--- config.mk ---
export PLATFORM = sky130hd
export DESIGN_NAME = prm_edge_mask_collect
export DESIGN_NICKNAME = d
export VERILOG_FILES = /design/src/rtl/prm_collect_pkg.sv /design/src/rtl/prm_mask_word_mux.sv /design/src/rtl/prm_edge_mask_collect.sv
export SDC_FILE = /design/constraint.sdc
export NUM_CORES = 2
export LEC_CHECK = 0
export ABC_AREA = 1
export ABC_CLOCK_PERIOD_IN_PS = 1700
export CORE_AREA = 5 5 424 426
export CTS_BUF_LIST = sky130_fd_sc_hd__clkbuf_4 sky130_fd_sc_hd__clkbuf_8 sky130_fd_sc_hd__clkbuf_16
export DETAILED_ROUTE_END_ITERATION = 8
export DIE_AREA = 0 0 429 431
export PLACE_DENSITY = 0.48
export SLEW_MARGIN = 20
export SYNTH_ARGS = -nofsm -noshare
export SYNTH_HDL_FRONTEND = slang
export SYNTH_SLANG_ARGS = --single-unit
--- constraint.sdc ---
create_clock -name clk -period 1.7 [get_ports clk]
set_input_delay 0.34 -clock clk [delete_from_list [all_inputs] [get_ports clk]]
set_output_delay 0.34 -clock clk [all_outputs]
set_load 0.01 [all_outputs]
--- src/rtl/prm_collect_pkg.sv ---
// Shared types and sizing helpers for the PRM edge-mask collector.
package prm_collect_pkg;

    typedef enum logic [1:0] {ACCUM, FLUSH, DRAIN} state_e;

    localparam int CODE_W_DEF = 15;

    function automatic int num_words(input int n_edges, input int out_w);
        return (n_edges + out_w - 1) / out_w;
    endfunction

endpackage

--- src/rtl/prm_mask_word_mux.sv ---
// Selects one OUT_W-bit word of the collision bitmap, zero-padding past NUM_EDGES.
module prm_mask_word_mux #(
    parameter int NUM_EDGES = 1024,
    parameter int OUT_W     = 32,
    parameter int NUM_WORDS = 32,
    parameter int IDX_W     = 5
) (
    input  logic [NUM_EDGES-1:0] bitmap_i,
    input  logic [IDX_W-1:0]     idx_i,
    output logic [OUT_W-1:0]     word_o
);

    logic [NUM_WORDS*OUT_W-1:0] padded;
    logic [OUT_W-1:0]           words [NUM_WORDS];

    always_comb begin
        padded                  = '0;
        padded[NUM_EDGES-1:0]   = bitmap_i;
        for (int w = 0; w < NUM_WORDS; w++) begin
            words[w] = padded[w*OUT_W +: OUT_W];
        end
    end

    assign word_o = words[idx_i];

endmodule

--- src/rtl/prm_edge_mask_collect.sv ---
// Collects checker-bank edge masks into a sticky per-frame bitmap and drains it word by word.
// Optional hit counter output hit_cnt is enabled by defining PRM_HIT_CNT_EN.
module prm_edge_mask_collect
    import prm_collect_pkg::*;
#(
    parameter  int NUM_EDGES = 1024,
    parameter  int OUT_W     = 32,
    parameter  int CODE_W    = CODE_W_DEF,
    localparam int NUM_WORDS = num_words(NUM_EDGES, OUT_W),
    localparam int IDX_W     = (NUM_WORDS > 1) ? $clog2(NUM_WORDS) : 1
) (
    input  logic                 clk,
    input  logic                 rst_n,
    input  logic                 obs_valid,
    output logic                 obs_ready,
    input  logic [CODE_W-1:0]    obs_code,
    input  logic                 obs_last,
    output logic [CODE_W-1:0]    chk_code,
    input  logic [NUM_EDGES-1:0] chk_mask,
    output logic                 out_valid,
    input  logic                 out_ready,
    output logic [OUT_W-1:0]     out_data,
    output logic [IDX_W-1:0]     out_idx,
    output logic                 out_last,
`ifdef PRM_HIT_CNT_EN
    output logic [15:0]          hit_cnt,
`endif
    output logic                 busy
);

    state_e                 state_q, state_d;
    logic [NUM_EDGES-1:0]   bitmap_q, bitmap_d;
    logic [CODE_W-1:0]      chk_code_q, chk_code_d;
    logic                   s1_valid_q, s1_valid_d;
    logic [IDX_W-1:0]       idx_q, idx_d;
    logic                   busy_q, busy_d;
    logic                   accept, last_hs;

    assign obs_ready = (state_q == ACCUM);
    assign out_valid = (state_q == DRAIN);
    assign out_last  = out_valid && (idx_q == IDX_W'(NUM_WORDS - 1));
    assign accept    = obs_valid && obs_ready;
    assign last_hs   = out_last && out_ready;

    // NOTE: every variable is given a default before the case, so no latches are inferred.
    always_comb begin
        state_d    = state_q;
        bitmap_d   = bitmap_q;
        chk_code_d = accept ? obs_code : chk_code_q;
        s1_valid_d = accept;
        idx_d      = idx_q;
        busy_d     = busy_q | accept;
        if (s1_valid_q) begin
            bitmap_d = bitmap_q | chk_mask;
        end
        case (state_q)
            ACCUM: if (accept && obs_last) state_d = FLUSH;
            FLUSH: begin
                state_d = DRAIN;
                idx_d   = '0;
            end
            DRAIN: begin
                if (out_ready) idx_d = idx_q + IDX_W'(1);
                if (last_hs) begin
                    state_d  = ACCUM;
                    bitmap_d = '0;
                    idx_d    = '0;
                    busy_d   = 1'b0;
                end
            end
            default: state_d = ACCUM;
        endcase
    end

    // NOTE: the bitmap is frame state, not a RAM, so it is reset with everything else;
    // sequential state is only ever assigned with non-blocking assignments.
    always_ff @(posedge clk) begin
        if (!rst_n) begin
            state_q    <= ACCUM;
            bitmap_q   <= '0;
            chk_code_q <= '0;
            s1_valid_q <= 1'b0;
            idx_q      <= '0;
            busy_q     <= 1'b0;
        end else begin
            state_q    <= state_d;
            bitmap_q   <= bitmap_d;
            chk_code_q <= chk_code_d;
            s1_valid_q <= s1_valid_d;
            idx_q      <= idx_d;
            busy_q     <= busy_d;
        end
    end

    assign chk_code = chk_code_q;
    assign out_idx  = idx_q;
    assign busy     = busy_q;

    prm_mask_word_mux #(
        .NUM_EDGES (NUM_EDGES),
        .OUT_W     (OUT_W),
        .NUM_WORDS (NUM_WORDS),
        .IDX_W     (IDX_W)
    ) u_word_mux (
        .bitmap_i (bitmap_q),
        .idx_i    (idx_q),
        .word_o   (out_data)
    );

`ifdef PRM_HIT_CNT_EN
    logic [15:0] cnt_q, cnt_d, hit_q, hit_d;

    always_comb begin
        cnt_d = cnt_q;
        hit_d = hit_q;
        if (s1_valid_q && (|chk_mask) && (cnt_q != 16'hFFFF)) begin
            cnt_d = cnt_q + 16'd1;
        end
        // Latch includes the final code, whose mask lands on this same edge.
        if (state_q == FLUSH) hit_d = cnt_d;
        if (last_hs) cnt_d = '0;
    end

    always_ff @(posedge clk) begin
        if (!rst_n) begin
            cnt_q <= '0;
            hit_q <= '0;
        end else begin
            cnt_q <= cnt_d;
            hit_q <= hit_d;
        end
    end

    assign hit_cnt = hit_q;
`endif

endmodule

==> After elaboration in Yosys (flattened, before gate mapping) <==
Cells that the tools add are included.
{ "classes": {"addsub": 1, "n_lt_le_gt_ge": 1, "eq_ne": 6, "muxes": 14, "bitwise_logic": 3, "reduce_logical": 8} }
{ "ops": {"columns": ["operator", "n"], "rows": [
  ["$mux W1024", 3],
  ["$or A1024 B1024 Y1024", 1],
  ["$bmux W32 S5", 1],
  ["$mux W32", 2],
  ["$mux W5", 2],
  ["$pmux W5 S2", 1],
  ["$ge A6 B6 Y1 const B", 1],
  ["$not A5 Y6", 1],
  ["$pmux W2 S3", 1],
  ["$add A5 B1 Y5 const B", 1],
  ["$eq A5 B5 Y1 const B", 1],
  ["$logic_and A1 B1 Y1", 4],
  ["$mux W2", 2],
  ["$ne A2 B1 Y1 const B", 2],
  ["$reduce_and A2 Y1", 2],
  ["$ne A3 B1 Y1 const B", 1],
  ["$eq A2 B1 Y1 const B", 1],
  ["$eq A2 B2 Y1 const B", 1],
  ["$logic_not A2 Y1", 1],
  ["$mux W1", 2],
  ["$reduce_bool A2 Y1", 1],
  ["$or A1 B1 Y1", 1]
]} }
{ "totals": {"regBits": 1048, "output_inout_bits": 56} }

==> Longest topological paths before layout <==
{ "logic_depth": {"depth_word": 5, "depth_mapped": 12, "ltp_nobuf": 9} }

==> Modules after synthesis <==
Synthesis repeated with hierarchy kept, for this count alone.
{ "unflattened": {"cells_unflattened": 5862, "area_unflattened_um2": 42384.4} }
{ "modules_own_cells": {"columns": ["mod", "n_inst", "cells_per_inst", "area_each_um2", "seq_area_each_um2"], "rows": [
  ["prm_edge_mask_collect", 1, 3431, 31587.8, 20980.1],
  ["prm_mask_word_mux", 1, 2431, 10796.6, 0.0]
]} }

==> Worst setup path before layout <==
OpenSTA, ideal clock, no wires.
{ "synth_timing": {"kind": "reg2reg", "start": "register idx_q[0], in the netlist out_idx[0]", "end": "register bitmap_q[543]", "setup_ps": 126, "arrival_ps": 1749, "required_ps": 1574, "slack_ps": -176, "stages_incl_launch_ff": 12, "synth_period_minus_slack_ps": 1876, "cell_sequence": "dfxtp_1 ha_1 inv_1 nor2_1 ha_1 nand2_1 inv_1 nand2_1 nand2_1 clkbuf_1 clkbuf_1 nor2_1"} }
{ "synth_via": {"elab_chain_len": 5} }
{ "synth_rtl": {"columns": ["element", "line_no", "rtl"], "rows": [
  ["from (decl)", "prm_edge_mask_collect.sv:35", "logic [IDX_W-1:0] idx_q, idx_d;"],
  ["from (signal assigned)", "prm_edge_mask_collect.sv:90", "idx_q <= idx_d;"],
  ["$eq A5 B5 Y1", "prm_edge_mask_collect.sv:41", "assign out_last = out_valid && (idx_q == IDX_W'(NUM_WORDS - 1));"],
  ["$logic_and A1 B1 Y1", "prm_edge_mask_collect.sv:41", null],
  ["via out_last", "prm_edge_mask_collect.sv:24", "output logic out_last,"],
  ["$logic_and A1 B1 Y1", "prm_edge_mask_collect.sv:43", "assign last_hs = out_last && out_ready;"],
  ["$mux W1024", "prm_edge_mask_collect.sv:64", "if (last_hs) begin"],
  ["$mux W1024", "prm_edge_mask_collect.sv:56", "case (state_q)"],
  ["to (signal assigned)", "prm_edge_mask_collect.sv:87", "bitmap_q <= bitmap_d;"],
  ["to (decl)", "prm_edge_mask_collect.sv:32", "logic [NUM_EDGES-1:0] bitmap_q, bitmap_d;"]
]} }
The timed path passes the listed nets, and every way through them passes these cells.
A chain may end at the register's enable or synchronous reset.

==> Worst setup path after layout <==
{ "layout_timing": {"start": "register idx_q[0], in the netlist out_idx[0]", "end": "output out_data[17]"} }
{ "layout_via": {"elab_chain_len": 4} }
{ "layout_rtl": {"columns": ["element", "line_no", "rtl"], "rows": [
  ["$not A5 Y6 (implied by the code)", "prm_mask_word_mux.sv:24", "assign word_o = words[idx_i];"],
  ["$bmux W32 S5", "prm_mask_word_mux.sv:24", null],
  ["$mux W32 (implied by the code) (2 in series)", "prm_mask_word_mux.sv:24", null],
  ["to (decl)", "prm_edge_mask_collect.sv:22", "output logic [OUT_W-1:0] out_data,"]
]} }
Every way passes these cells. The select of a mux whose other input is x is not followed.

==> results.sh <==
export IMPL_final_cell_area_um2=71100
export IMPL_register_area_um2=21000
export IMPL_route_detailed_vias_per_inst=4.69
export IMPL_power_switching_uw=38000
export IMPL_worst_setup_path_end_kind="output port"
export IMPL_ys_types=21
export IMPL_synth_top_cells_by_area="sky130_fd_sc_hd__dfxtp_1 (48%), sky130_fd_sc_hd__a21oi_1 (13%), sky130_fd_sc_hd__nand2_1 (12%), sky130_fd_sc_hd__nor2_1 (9.7%), sky130_fd_sc_hd__nand3_1 (7.0%)"
export IMPL_status="finished, violations left"
export IMPL_worst_path_buf_inv=8
export IMPL_port_buffer_count=1099
export IMPL_tritoncts="yes"
export IMPL_pwr_share_comb_pct=42.6
export IMPL_fill_cells=18098
export IMPL_seq_cells_post_synth=1048
export IMPL_hold_worst_slack_ps=158
export IMPL_dpl_cell_area_um2=61800
export IMPL_cts_root_buffer="sky130_fd_sc_hd__clkbuf_16"
export IMPL_hold_violations=0
export IMPL_layout_area_overhead_vs_synth_pct=63.7
export IMPL_max_clock_path_buffers=3
export IMPL_global_route_overflow_total=0
export IMPL_synthesis_yosys_warnings=0
export IMPL_placementRows=154
export IMPL_die_width_um=429
export IMPL_drtAntennaViolNets=0
export IMPL_synth_cell_area_um2=43400
export IMPL_holdCritPathClass="input pin to flip-flop"
export IMPL_worstPathCellList="buf_12, buf_16, buf_8, buf_6, buf_8, o211ai_1, nand3_1, nand3_4, nand2_2, buf_6, nand2_4, inv_2, buf_6"
export IMPL_drt_iter0_drc=4138
export IMPL_worstSkewPairLatency_ps=810
export IMPL_coreArea_um2=175000
export IMPL_syn_inst=6322
export IMPL_worst_path_max_delay_cell="sky130_fd_sc_hd__dfxtp_4"
export IMPL_cell_accounting_for_the_most_synthesized_area="sky130_fd_sc_hd__dfxtp_1"
export IMPL_ios=1100
export IMPL_wl_um=253000
export IMPL_grt_setup_unrepaired="true"
export IMPL_cts_hold_repair_buffers=0
export IMPL_cts_buffers=132
export IMPL_finalSetupViolations=1088
export IMPL_critical_path_startpoint_type="flip-flop"
export IMPL_yosys_area_top_type_share_pct=48.3
export IMPL_critPathKind="flip-flop to output port"
export IMPL_layout_worst_path_cycle_share_pct=190
export IMPL_post_route_min_period_ps=3230
export IMPL_finalNetCount=8939
export IMPL_groute_usage_overall_pct=25.8
export IMPL_critPathRequiredTime_ps=1360
export IMPL_drt_pre_antenna_iters=5
export IMPL_floorplan_initialDensity_pct=24.8
export IMPL_post_dp_hpwl_um=192000
export IMPL_floorplan_die_height_um=431
export IMPL_failing_checks="setup timing"
export IMPL_clock_fmax_ghz=0.310
export IMPL_global_route_wire_length_before_repair_um=346000
export IMPL_worst_path_max_fanout=9
export IMPL_setup_ws_ps=-1530
export IMPL_globalplace_congestion=0.929
export IMPL_cts_sinks=1048
export IMPL_p_int_uw=64000
export IMPL_maximum_number_of_pins_on_one_net_before_global_route_repair=110
export IMPL_p_per_area_nw_per_um2=1430
export IMPL_wire_per_inst_um=24.4
export IMPL_synth_seq_area_share_pct=48.3
export IMPL_max_cap_violations=0
export IMPL_netSwitchingFraction_pct=37.3
export IMPL_postLayoutCoreUtil_pct=40.6
export IMPL_crit_path_frequent_cell="sky130_fd_sc_hd__buf_6"
export IMPL_critical_path_max_stage_delay_ps=350
export IMPL_vdd_ir_drop_worst_mv=0.690
export IMPL_drc=0
export IMPL_timing_max_slew_rel_slack_pct=61.6
export IMPL_first_global_vias=47593
export IMPL_cp_top_family="buffers and inverters"
export IMPL_slew_violations=0
export IMPL_power_frac_seq_pct=29.0
export IMPL_floorplan_die_area_um2=185000
export IMPL_h_tree_levels=4
export IMPL_tightestPinTransition_ps=575
export IMPL_cellLeakagePower_uw=0.0290
export IMPL_setup_tns_final_ps=-810870
export IMPL_multi_input_comb_area_um2=20900
export IMPL_synthesis_nets=7371
export IMPL_timing_clock_skew_ps=32.1
export IMPL_arrival_ps=2890
export IMPL_vias=48738
export IMPL_power_clock_fraction_pct=28.4
export IMPL_clkTransAtPathRegs_ps=60
export IMPL_layout_drive_gt1_share_pct=18.7
export IMPL_grt_antenna_before_repair=91
export IMPL_postSynthAreaPerCell_um2=6.87
==> sequential cells by signal, summed over array words and instances (netlist names) <==
register,count
chk_code,15
bitmap_q,1024
out_idx,5
busy,1
s1_valid_q,1
state_q,2
==> metrics by stage <==
step                      setup slack, ps  total power, uW  instances
after floorplan                     -19.0            44800       6322
after global placement              -1660            65400       9998
after detailed placement            -1630            65500       9998
after CTS                           -1610           102000      10315
after global routing                -1610           107000      10381
final                               -1530           102000      10392
==> area by class of cell <==
cell class / instances / area share, %
timing repair inverter: 1 / 0.0158
timing repair buffer: 1874 / 27.7
clock inverter: 34 / 0.507
tap: 2340 / 4.12
antenna: 61 / 0.215
clock buffer: 201 / 5.74
sequential: 1048 / 29.5
multi-input combinational: 4308 / 29.4
inverter: 525 / 2.82
==> worst register-to-register path: cells and delay by family (launching register included) <==
kind,cells,cell delay (ps)
adders and majority gates,2,390
DFF,1,350
and+or+nand+nor,5,460
buffers and inverters,10,1340
==> placed cells by master (no fill, tap or decap), types with 112 or more instances in the layout <==
cell,instances
sky130_fd_sc_hd__clkdlybuf4s50_1,1061
sky130_fd_sc_hd__nor2_1,1072
sky130_fd_sc_hd__buf_4,548
sky130_fd_sc_hd__nand2_1,1258
sky130_fd_sc_hd__inv_1,501
sky130_fd_sc_hd__dfxtp_1,1043
sky130_fd_sc_hd__buf_12,112
sky130_fd_sc_hd__clkbuf_16,147
sky130_fd_sc_hd__nand3_1,446
sky130_fd_sc_hd__nand3_2,134
sky130_fd_sc_hd__a21oi_1,1056
==> power by group through the flow <==
stage / clock network, uW / registers [uW] / logic [uW]
4_1_cts: 29500 / 29600 / 42600
3_3_place_gp: 0 / 30100 / 35400
5_1_grt: 30500 / 29900 / 46300
6_report: 28900 / 29600 / 43500
2_1_floorplan: 0 / 29300 / 15500
3_5_place_dp: 0 / 30100 / 35400
==> final timing paths <==
kind,startpoint,slack (ps),cells past startpoint,to
setup / recovery,out_idx[0],-1530,13,out_data[17]
hold / removal,obs_code[10],160,3,chk_code[10]
setup reg to reg,out_idx[0],-870,17,bitmap_q[591]
hold reg to reg,bitmap_q[254],480,2,bitmap_q[254]
==> repair_timing <==
item                       4_1_cts  5_1_grt
pin swaps                      145       86
setup endpoints to repair     1088     1088
gates cloned                    30       13
buffers inserted                67       11
resized for setup              672      184
==> synth_stat cells <==
cell type                  instances
sky130_fd_sc_hd__a21oi_1        1094
sky130_fd_sc_hd__o21ai_1          11
sky130_fd_sc_hd__buf_4             6
sky130_fd_sc_hd__nand3_1         609
sky130_fd_sc_hd__or2_2             1
sky130_fd_sc_hd__inv_1           522
sky130_fd_sc_hd__buf_2           219
sky130_fd_sc_hd__buf_1            51
sky130_fd_sc_hd__xor2_1            2
sky130_fd_sc_hd__a211oi_1          2
sky130_fd_sc_hd__buf_6             3
sky130_fd_sc_hd__ha_1              5
sky130_fd_sc_hd__nand2_1        1416
sky130_fd_sc_hd__inv_2             2
sky130_fd_sc_hd__clkinv_1          1
sky130_fd_sc_hd__o21ai_0           8
sky130_fd_sc_hd__o211ai_1         32
sky130_fd_sc_hd__nor2_1         1126
sky130_fd_sc_hd__clkbuf_1        163
sky130_fd_sc_hd__a21o_1            1
sky130_fd_sc_hd__dfxtp_1        1048
==> metal layers <==
metal / global-route usage, % / share of wire (%) / vias up / routed length (um)
met5: 0 / 0.068 / - / 173
met4: 13.3 / 5.1 / 28 / 12900
li1: - / - / 23361 / -
met2: 42.7 / 48 / 1766 / 120000
met3: 5.18 / 6.2 / 439 / 15800
met1: 31.8 / 41 / 23144 / 104000
==> kinds of logic (layout without fill, tap and decap cells) <==
group | count (synthesis) | count (layout) | synth area share [%]
XOR/XNOR | 2 | 2 | 0.0403
buffers and inverters | 967 | 2635 | 9.09
AO/OA/AOI/OAI | 1148 | 1148 | 13.4
adder cells (fa/ha/maj) | 5 | 5 | 0.144
other | 0 | 61 | 0
flip-flops | 1048 | 1048 | 48.3
AND/OR/NAND/NOR | 3152 | 3153 | 29.0
Note: power is estimated with default switching activity, not from simulation.
